$ cat src/rtl/answer_checker_fsm.sv
// Answer checker: synchronises switch/button inputs, decodes the switch code
// through a parameter table and scores each submission against the target IN.
module answer_checker_fsm #(
  parameter int CODE_W      = 5,
  parameter int VAL_W       = 4,
  parameter int NUM_CODES   = 10,
  parameter logic [NUM_CODES*CODE_W-1:0] CODE_TABLE =
    {5'b10001, 5'b11111, 5'b10101, 5'b10100, 5'b11010,
     5'b01001, 5'b10011, 5'b10101, 5'b01101, 5'b11101},
  parameter int SCORE_W     = 4,
  parameter int ROUNDS      = 10,
  parameter int HOLD_CYCLES = 4
) (
  input  logic                           CLK,
  input  logic                           R_N,
  input  logic                           BTN,
  input  logic [CODE_W-1:0]              SW,
  input  logic [VAL_W-1:0]               IN,
  input  logic                           NEW_GAME,
  output logic [SCORE_W-1:0]             NUM_CORRECT,
  output logic [SCORE_W-1:0]             NUM_WRONG,
  output logic [$clog2(ROUNDS+1)-1:0]    ROUND,
  output logic                           RESULT_VALID,
  output logic                           CORRECT,
  output logic                           INVALID,
  output logic [VAL_W-1:0]               DECODED,
  output logic                           GAME_OVER,
  output logic                           BUSY
);

  // state | meaning
  // READY | waiting for a submit pulse
  // HOLD  | lockout after a submission, presses dropped
  // OVER  | ROUNDS submissions taken, waiting for NEW_GAME
  typedef enum logic [1:0] {READY, HOLD, OVER} state_t;

  localparam int RND_W  = $clog2(ROUNDS+1);
  localparam int HOLD_W = $clog2(HOLD_CYCLES+1);

  logic                btn_s1_q, btn_s2_q, btn_s3_q;
  logic [CODE_W-1:0]   sw_s1_q, sw_s2_q;
  logic                sub;

  state_t              state_q, state_d;
  logic [HOLD_W-1:0]   hold_q, hold_d;
  logic [SCORE_W-1:0]  ncor_q, ncor_d, nwr_q, nwr_d;
  logic [RND_W-1:0]    round_q, round_d;
  logic                rv_q, rv_d, cor_q, cor_d, inv_q, inv_d;
  logic [VAL_W-1:0]    dec_q, dec_d;

  logic                dec_hit;
  logic [VAL_W-1:0]    dec_val;
  logic                is_match;

  always_ff @(posedge CLK or negedge R_N) begin
    if (!R_N) begin
      btn_s1_q <= 1'b0;
      btn_s2_q <= 1'b0;
      btn_s3_q <= 1'b0;
      sw_s1_q  <= '0;
      sw_s2_q  <= '0;
    end else begin
      btn_s1_q <= BTN;
      btn_s2_q <= btn_s1_q;
      btn_s3_q <= btn_s2_q;
      sw_s1_q  <= SW;
      sw_s2_q  <= sw_s1_q;
    end
  end

  assign sub = btn_s2_q & ~btn_s3_q;

  // Scan from the top so the lowest matching index is the one left standing.
  always_comb begin
    dec_hit = 1'b0;
    dec_val = '0;
    for (int i = NUM_CODES-1; i >= 0; i--) begin
      if (sw_s2_q == CODE_TABLE[i*CODE_W +: CODE_W]) begin
        dec_hit = 1'b1;
        dec_val = VAL_W'(i+1);
      end
    end
  end

  assign is_match = dec_hit && (dec_val == IN);

  always_ff @(posedge CLK or negedge R_N) begin
    if (!R_N) begin
      state_q <= READY;
      hold_q  <= '0;
      ncor_q  <= '0;
      nwr_q   <= '0;
      round_q <= '0;
      rv_q    <= 1'b0;
      cor_q   <= 1'b0;
      inv_q   <= 1'b0;
      dec_q   <= '0;
    end else begin
      state_q <= state_d;
      hold_q  <= hold_d;
      ncor_q  <= ncor_d;
      nwr_q   <= nwr_d;
      round_q <= round_d;
      rv_q    <= rv_d;
      cor_q   <= cor_d;
      inv_q   <= inv_d;
      dec_q   <= dec_d;
    end
  end

  always_comb begin
    state_d = state_q;
    hold_d  = hold_q;
    ncor_d  = ncor_q;
    nwr_d   = nwr_q;
    round_d = round_q;
    rv_d    = 1'b0;
    cor_d   = cor_q;
    inv_d   = inv_q;
    dec_d   = dec_q;

    if (NEW_GAME) begin
      state_d = READY;
      hold_d  = '0;
      ncor_d  = '0;
      nwr_d   = '0;
      round_d = '0;
      cor_d   = 1'b0;
      inv_d   = 1'b0;
      dec_d   = '0;
    end else begin
      case (state_q)
        READY: begin
          if (sub) begin
            rv_d    = 1'b1;
            round_d = round_q + 1'b1;
            dec_d   = dec_hit ? dec_val : '0;
            inv_d   = ~dec_hit;
            cor_d   = is_match;
            if (is_match) begin
              if (ncor_q != '1) ncor_d = ncor_q + 1'b1;
            end else begin
              if (nwr_q != '1) nwr_d = nwr_q + 1'b1;
            end
            hold_d  = HOLD_W'(HOLD_CYCLES-1);
            state_d = HOLD;
          end
        end
        HOLD: begin
          if (hold_q == '0) begin
            state_d = (round_q == RND_W'(ROUNDS)) ? OVER : READY;
          end else begin
            hold_d = hold_q - 1'b1;
          end
        end
        OVER: begin
          state_d = OVER;
        end
        default: begin
          state_d = READY;
        end
      endcase
    end
  end

  assign NUM_CORRECT  = ncor_q;
  assign NUM_WRONG    = nwr_q;
  assign ROUND        = round_q;
  assign RESULT_VALID = rv_q;
  assign CORRECT      = cor_q;
  assign INVALID      = inv_q;
  assign DECODED      = dec_q;
  assign GAME_OVER    = (state_q == OVER);
  assign BUSY         = (state_q != READY);

endmodule

$ cat config.mk
export PLATFORM = sky130hd
export DESIGN_NAME = answer_checker_fsm
export DESIGN_NICKNAME = d
export VERILOG_FILES = /design/src/rtl/answer_checker_fsm.sv
export SDC_FILE = /design/constraint.sdc
export NUM_CORES = 1
export LEC_CHECK = 0
export ABC_AREA = 1
export BUFFER_PORTS_ARGS = -buffer_cell sky130_fd_sc_hd__buf_2
export CAP_MARGIN = 10
export CORE_ASPECT_RATIO = 1.2
export CORE_UTILIZATION = 55
export CTS_BUF_LIST = sky130_fd_sc_hd__clkbuf_4 sky130_fd_sc_hd__clkbuf_8 sky130_fd_sc_hd__clkbuf_16
export DETAILED_ROUTE_END_ITERATION = 16
export MAX_ROUTING_LAYER = met4
export PLACE_DENSITY = 0.81
export SKIP_LAST_GASP = 1
export SYNTH_ARGS = -nofsm -noshare
export SYNTH_HDL_FRONTEND = slang
export SYNTH_SLANG_ARGS = --single-unit
export TNS_END_PERCENT = 30
$ cat constraint.sdc
create_clock -name CLK -period 4.64 [get_ports CLK]
set_input_delay 0.928 -clock CLK [delete_from_list [all_inputs] [get_ports CLK]]
set_output_delay 0.928 -clock CLK [all_outputs]
set_load 0.01 [all_outputs]
# Word-level counts from Yosys, hierarchy flattened
# Index checks and enable logic that the tools add are counted.
[op_classes] n_reduce_logical=15 bitwise=3 eq_ne=19 mux=53 n_addsub=4
[ops] op="$mux 4" n=26
[ops] op="$eq 5x5->1 const B" n=7
[ops] op="$mux 1" n=18
[ops] op="$add 4x1->4 const B" n=3
[ops] op="$reduce_bool 2->1" n=6
[ops] op="$eq 5x4->1 const B" n=2
[ops] op="$mux 3" n=3
[ops] op="$ne 3x3->1 const B" n=3
[ops] op="$mux 2" n=4
[ops] op="$ne 4x4->1 const B" n=2
[ops] op="$reduce_and 4->1" n=2
[ops] op="$pmux 2 s3" n=1
[ops] op="$pmux 3 s2" n=1
[ops] op="$eq 4x4->1" n=1
[ops] op="$eq 4x4->1 const B" n=1
[ops] op="$reduce_and 2->1" n=2
[ops] op="$logic_not 3->1" n=1
[ops] op="$reduce_and 3->1" n=1
[ops] op="$reduce_bool 3->1" n=1
[ops] op="$sub 3x1->3 const B" n=1
[ops] op="$eq 2x1->1 const B" n=1
[ops] op="$eq 2x2->1 const B" n=1
[ops] op="$logic_not 2->1" n=1
[ops] op="$ne 2x2->1 const B" n=1
[ops] op="other kinds (3)" n=4
[totals] regBits=37 elab_cells=108 out_inout_bits=21

# Depth between registers and ports, before layout
# Gate-level depths: netlist (run 1).
[depth] word_depth=16 mapped_depth=14 depth_no_buf=13

# Worst setup path after synthesis (run 1)
# OpenSTA, ideal clock, no wires.
[synth_path] kind="in2reg" from="input port NEW_GAME" to="register nwr_q[2] (netlist: NUM_WRONG[2])" n_path_buf=1 arrival_ns=1.839 setup_slack_ns=2.683 path_stages=6 t_required_ns=4.521 cell_sequence="buf_2 > inv_1 > a41oi_1 > o21ai_4 > nand2_1 > nand2_1"
[synth_between] elab_chain_len=2 elab_cells_between_ends=6 classes_between="1 x eq/ne; 1 x mux; 4 x reduce/logical"
[synth_lines] element="start, declared" line="19" source="input logic NEW_GAME,"
[synth_lines] element="$ne 2x2->1 (no line) / $reduce_bool 2->1 (equally long branches)"
[synth_lines] element="$reduce_and 4->1 (no line)"
[synth_lines] element="end signal, assigned" line="102" source="nwr_q <= nwr_d;"
[synth_lines] element="end, declared" line="46" source="logic [SCORE_W-1:0] ncor_q, ncor_d, nwr_q, nwr_d;"
# Several ways; a longest one is shown, not always the timed one.
# A chain may end at the register's enable or synchronous reset.

# Worst setup path in the final report (run 1)
[layout_path] from="register state_q[1]" to="output port BUSY"
[layout_between] elab_chain_len=1
[layout_lines] element="start, declared" line="44" source="state_t state_q, state_d;"
[layout_lines] element="start signal, assigned" line="99" source="state_q <= state_d;"
[layout_lines] element="$reduce_bool 2->1" line="174" source="assign BUSY = (state_q != READY);"
[layout_lines] element="end, declared" line="28" source="output logic BUSY"
# Every way passes these cells.

==> results.md, run 1 <==
- Port Buffer Count: 33
- CTS tree: built
- Area of the core: 0.00314 mm^2
- Sequential Power Share: 0.485
- Final instance area: 0.00215 mm^2
- Worst R2R Start: state_q[1]$_DFFE_PN0P_
- Worst Tran Pin Value: 771 ps
- Endpoints failing hold: 0
- Switching share of power: 0.265
- Most common cell in the netlist: nand2_1
- Slowest cell on crit path: dfrtp_1
- Initial antenna violation count: 0
- Drt pass-1 iters: 4
- Nature of the critical path startpoint: flop
- Net count after synthesis: 242
- Worst Setup End Kind: output pin
- Worst EP required: 3710 ps
- Dpl cell area: 0.00204 mm^2
- Maxcap violations: 0
- Initial Utilization: 0.592
- CTS root buf: clkbuf_4
- Clock-pin slew on the worst setup and hold paths: 110 ps
- Clk pwr share: 0.369
- Maximum VDD drop: 0.300 mV
- Period utilization: 0.452
- WS Path Type: reg2out
- Starting DRT DRC Count: 62
- Post-cts resize count: 0
- First-pass GRT wire length: 6.14 mm
- Pins Over Slew Limit: 0
- Final worst clock skew: 4.83 ps
- Post-synth top area share: 0.498
- Cts bufs inserted: 5
- Die extent in x: 55.1 um
- Fin crit period: 2100 ps
- Int Power: 549 uW
- LEAKAGE: 0.00119 uW
- Reg2reg setup slack: 2620 ps
- Vias in the first global route: 1479
- Routed Wire Length: 3.72 mm
- Routability Congestion: 0.832
- Largest net degree at the start of global routing: 38
- Share of cells above drive strength 1: 0.193
- Area leader, netlist: dfrtp_1
- Postcts setup bufs: 0
- Post-DP HPWL: 2.75 mm
- DRC violations left: 0
- Max incr delay on CP: 410 ps
- Layout area overhead: 15.5%
- Ys async rst share: 1.00
- Hold Path End: sw_s2_q[2]$_DFF_PN0_
- Synth Instances: 223
- Hold Crit Class: reg2reg
- Hold Path Origin: sw_s1_q[2]$_DFF_PN0_
- Antenna viol nets, final: 0
- Layout Nets: 277
- Synth Register Bits: 37
- Maximum clock frequency: 0.477 GHz
- DR vias/cell: 5.27
- Num ports: 34
- Synth Cell Area: 0.00186 mm^2
- TNS Setup: 0 ps
- Run status: completed
- Synth Area per Inst: 8.33 um^2
- Fillers: 250
- Total track usage: 0.254
- Synth unique cells: 30
- Top cells by count, synth: nand2_1, dfrtp_1, nor2_1
- Number of enable flip-flop cells after synthesis: 0
- Unrepaired setup endpoints after global routing: false
- Top FF cell, synth: dfrtp_1
- Total gr overflow: 0
- Crit path DAT: 1170 ps
- Routed len/inst: 12.6 um
- Pwr Density: 349 mW/mm^2
- Hold depth: 0
- Crit path max fanout: 4
- Post-CTS Hold Fix Bufs: 0
- Switching pwr: 199 uW
- Clock latency on the worst-skew pair: 350 ps
- Die footprint: 0.00362 mm^2
- Synth area leaders: dfrtp_1, nand2_1, nor2_1
- Crit path buffers/inverters: 2
- R2R cell count: 8
- Antenna diodes: 0
- CTS H-tree depth: 2
- # setup viols final: 0
- Vias: 1554
- Cell Chain, Critical Path: nor2_1 -> inv_1 -> buf_2
- Clock tree buffer depth: 2
- R2R Path End: NUM_WRONG[1]$_DFFE_PN0P_
- Die Span Y: 65.7 um
- Sequential share of the synthesized area: 0.498
- Comb pwr share: 0.145
- Top delay family on crit path: flip-flops
- Clk sinks: 37
- Slew Limit Headroom: 0.486
- Yosys warns: 0
- # rows: 22
## metal layers
layer / vias to the layer above / wire length (um) / global-route usage
li1: 796 / - / -
met1: 724 / 1620 / 0.293
met2: 28 / 1900 / 0.407
met3: 6 / 116 / 0.0648
met4: 0 / 76 / 0.113
met5: - / 0 / -
## through the flow
step,hold WS (ps),util,power [uW],std cells,setup WS (ps)
2_1_floorplan,331,-,438,223,2680
3_3_place_gp,332,0.651,475,287,2360
3_5_place_dp,335,0.651,479,287,2310
4_1_cts,361,0.684,755,295,2520
5_1_grt,371,0.684,788,295,2440
6_report,358,0.684,748,295,2540
## kinds of logic (layout without fill, tap and decap cells)
kind of cell             Yosys count  after routing  share of synthesized area
AO/OA/AOI/OAI                     20             20                     0.0700
XOR/XNOR                           4              4                     0.0189
flip-flops                        37             37                      0.498
AND/OR/NAND/NOR                  120            120                      0.296
buffers and inverters             36             72                     0.0761
adder cells (fa/ha/maj)            6              6                     0.0404
## power groups by stage
stage,combinational [uW],sequential [uW],clock (uW)
floorplan,67.6,371,0
global placement,106,369,0
detailed placement,109,370,0
CTS,110,363,281
global route,125,367,296
finish,109,363,276
## cells in the final DEF, fill, tap and decap left out, types with 2 or more instances in the layout
cell and count:
nor2_1 30, inv_1 29, a21oi_1 2, buf_2 33
nand2_1 48, nand4_1 10, a31oi_1 2, o21ai_0 10
ha_1 6, clkbuf_4 5, nand2_2 2, xor2_1 4
nor3b_1 2, dfrtp_1 37, bufinv_16 2, nand3_1 21
nor2_2 2
## worst max path at each step
stage	startpoint	end	slack [ps]	depth (start not counted)
after floorplan	NEW_GAME	NUM_WRONG[2]$_DFFE_PN0P_	2680	6
after global placement	NEW_GAME	NUM_WRONG[2]$_DFFE_PN0P_	2360	6
after detailed placement	NEW_GAME	NUM_WRONG[2]$_DFFE_PN0P_	2310	5
after CTS	state_q[1]$_DFFE_PN0P_	BUSY	2520	3
after global routing	state_q[0]$_DFFE_PN0P_	NUM_WRONG[2]$_DFFE_PN0P_	2440	8
final	state_q[1]$_DFFE_PN0P_	BUSY	2540	3
## sequential cells by signal, summed over array words and instances (netlist names)
signal and count:
CORRECT 1, DECODED 4, INVALID 1, NUM_CORRECT 4, NUM_WRONG 4, RESULT_VALID 1, ROUND 4, btn_s1_q 1
btn_s2_q 1, btn_s3_q 1, hold_q 3, state_q 2, sw_s1_q 5, sw_s2_q 5
## area by class of cell
type | count | area (um^2) | area share
Clock buffer | 5 | 37.5 | 0.0175
Clock inverter | 3 | 65.1 | 0.0303
Inverter | 31 | 116 | 0.0542
Multi-Input combinational cell | 150 | 791 | 0.369
Sequential cell | 37 | 926 | 0.431
Tap cell | 36 | 45.0 | 0.0210
Timing Repair Buffer | 33 | 165 | 0.0770
Power figures use the tool's default switching activity.
==> run 2: changes to the inputs <==
Settings changed: ABC_AREA 1 to 0, CORE_UTILIZATION 55 to 49, PLACE_DENSITY 0.81 to 0.77.
Clock period 4.64 ns to 1.9 ns, I/O delays scaled along.
==> run 2 against run 1 <==
The flow now finishes with violations (design-rule violations, negative setup slack); clock skew is 2.5 ps higher; design area is 7.7% higher; power is 120% higher; via count is 3.2% lower; worst setup slack worse by 2800 ps; hold slack worse by 330 ps; critical endpoint is now NUM_CORRECT[0]$_DFFE_PN0P_.
==> results.md, run 2 <==
- Run status: complete, but fails checks
- Failing checks: design-rule violations, negative setup slack
- Fin crit period: 2150 ps
- Starting DRT DRC Count: 45
- Final instance area: 0.00231 mm^2
- Commonest non-fill, non-tap cell in the layout: dfrtp_1
- CTS root buf: clkbuf_8
- Final Power: 1640 uW
- Top cells by count, synth: dfrtp_1, nor2_1, nand2_1
- Post-synth top area share: 0.510
- Post-CTS Hold Fix Bufs: 0
- Pre-CTS setup slack: -281 ps
- Final worst clock skew: 7.35 ps
- Sequential share of the synthesized area: 0.510
- Number of enable flip-flop cells after synthesis: 0
- Share of cells above drive strength 1: 0.356
- Ys async rst share: 1.00
- First-pass GRT wire length: 6.11 mm
- Initial Utilization: 0.530
- Routed len/inst: 13.8 um
- Nature of the critical path startpoint: flop
- Layout Nets: 251
- Worst Setup End Kind: flop
- # rows: 23
- Synth Cell Area: 0.00182 mm^2
- Unrepaired setup endpoints after global routing: true
- Crit path DAT: 2320 ps
- Net count after synthesis: 198
- Dpl cell area: 0.00213 mm^2
- LEAKAGE: 0.00113 uW
- WS Path Type: reg2reg
- Most frequent cells in the layout: dfrtp_1, buf_2, buf_4
- Routed Wire Length: 3.72 mm
- Vias: 1505
- Total gr overflow: 0
- Die extent in x: 57.6 um
- Post-Layout Cell Count: 270
- Final worst slack: -245 ps
- Met2 GRT Util: 0.337
- Num ports: 34
- Maximum VDD drop: 0.449 mV
- Synth Area per Inst: 10.1 um^2
- Antenna viol nets, final: 0
- DRC violations left: 2
- Crit path max fanout: 6
- Maxcap violations: 0
- Largest net degree at the start of global routing: 38
- Cts bufs inserted: 5
- Top FF cell, synth: dfrtp_1
- CTS tree: built
- Initial antenna violation count: 0
- Die footprint: 0.00395 mm^2
- Most common cell in the netlist: dfrtp_1
- Final core utilization: 0.675
- Antenna diodes: 0
- Pwr Density: 710 mW/mm^2
- Vias in the first global route: 1354
- Total track usage: 0.217
- Area of the core: 0.00342 mm^2
- Dpl cells: 257
- Period utilization: 1.13
- Clock-pin slew on the worst setup and hold paths: 70 ps
- Most Crowded Layer GR: met2
- Pins Over Slew Limit: 0
- Maximum clock frequency: 0.466 GHz
- Met1 usage: 0.266
- Synth area leaders: dfrtp_1, ha_1, nor2_1
- Clk sinks: 37
- CTS H-tree depth: 2
- Port Buffer Count: 33
- Drt pass-1 iters: 10
- Routability Congestion: 0.834
- Clock tree buffer depth: 2
- Yosys warns: 0
- Synth Instances: 179
- Area leader, netlist: dfrtp_1
- Layout area overhead: 27.3%
- Hold Crit Class: in2async
- Met3 usage: 0.0504
- Post-DP HPWL: 2.57 mm
- Synth unique cells: 44
- Clock latency on the worst-skew pair: 290 ps
- DR vias/cell: 5.57
- Biggest regs: sw_s1_q x5, sw_s2_q x5
- Endpoints failing hold: 0
- Worst Tran Pin Value: 290 ps
- Die Span Y: 68.7 um
- # setup viols final: 8
- Worst EP required: 2080 ps
- Synth Register Bits: 37
- Slew Limit Headroom: 0.805
run 2: changes by cell type in the layout (fill, tap and decap cells not counted), moves of 5 or more:
cell and delta:
nand2_1 -35, nor2b_1 +6, buf_4 +19, inv_1 -20, clkbuf_4 -5, nand4_1 -7, nand3_1 -15, nor2_1 -12
clkbuf_8 +5, a21oi_1 +7
run 2: logic make-up after synthesis:
kind of cell	Yosys count	share of synthesized area
mux	4	0.0234
xor+xnor	7	0.0338
buf+inv	18	0.0524
compound gates	34	0.123
simple gates	73	0.216
flops	37	0.510
fa+ha+maj	6	0.0413
run 2: metal layers:
layer / up-vias / routed length (um)
met5: - / 0
met4: 0 / 85
met3: 13 / 161
met2: 41 / 1790
met1: 711 / 1690
li1: 740 / -
run 2: final cells by class:
type	instances	area, um^2
tap	37	46.3
sequential	37	928
fill	263	1110
multi-input combinational	124	866
timing repair buffer	55	350
clock buffer	5	68.8
clock inverter	3	17.5
inverter	9	33.8
run 2: power breakdown:
part	switching [uW]	internal (uW)	total (uW)
clock network	281	253	534
registers	29.9	822	852
logic	138	116	255
run 2: worst paths after layout:
kind                                       from                    endpoint  slack, ps  cells past startpoint
max                        sw_s2_q[3]$_DFF_PN0_  NUM_CORRECT[0]$_DFFE_PN0P_       -250                      7
min                                         R_N         INVALID$_DFFE_PN0P_         30                      2
max reg2reg                sw_s2_q[3]$_DFF_PN0_  NUM_CORRECT[0]$_DFFE_PN0P_       -250                      7
min reg2reg                  btn_s1_q$_DFF_PN0_          btn_s2_q$_DFF_PN0_        350                      0
max in group asynchronous                   R_N        sw_s2_q[0]$_DFF_PN0_       1660                      2
min in group CLK                          SW[4]        sw_s1_q[4]$_DFF_PN0_        190                      1
run 2: timing repair:
| item | CTS | global route |
|---|---|---|
| setup buffers | 5 | 0 |
| gates resized for setup | 14 | 1 |
| cloned | 0 | 0 |
| endpoints found under the setup margin | 9 | 9 |
| pin swaps | 8 | 0 |
run 2: worst max-delay path: stages (launching register included):
cell	delay (ps)
dfrtp_2	480
nor2b_4	150
and2_4	160
a32o_2	260
xnor2_2	240
nand3_2	160
and2b_2	260
mux2_2	320
run 2: per-stage QoR:
| stage | TNS (ps) | hold slack (ps) |
|---|---|---|
| finish | -948 | 29.4 |
| global placement | -1120 | 331 |
| floorplan | -287 | 84.4 |
| global route | -1870 | 46.8 |
| CTS | -1130 | 35.0 |
| detailed placement | -1410 | 335 |
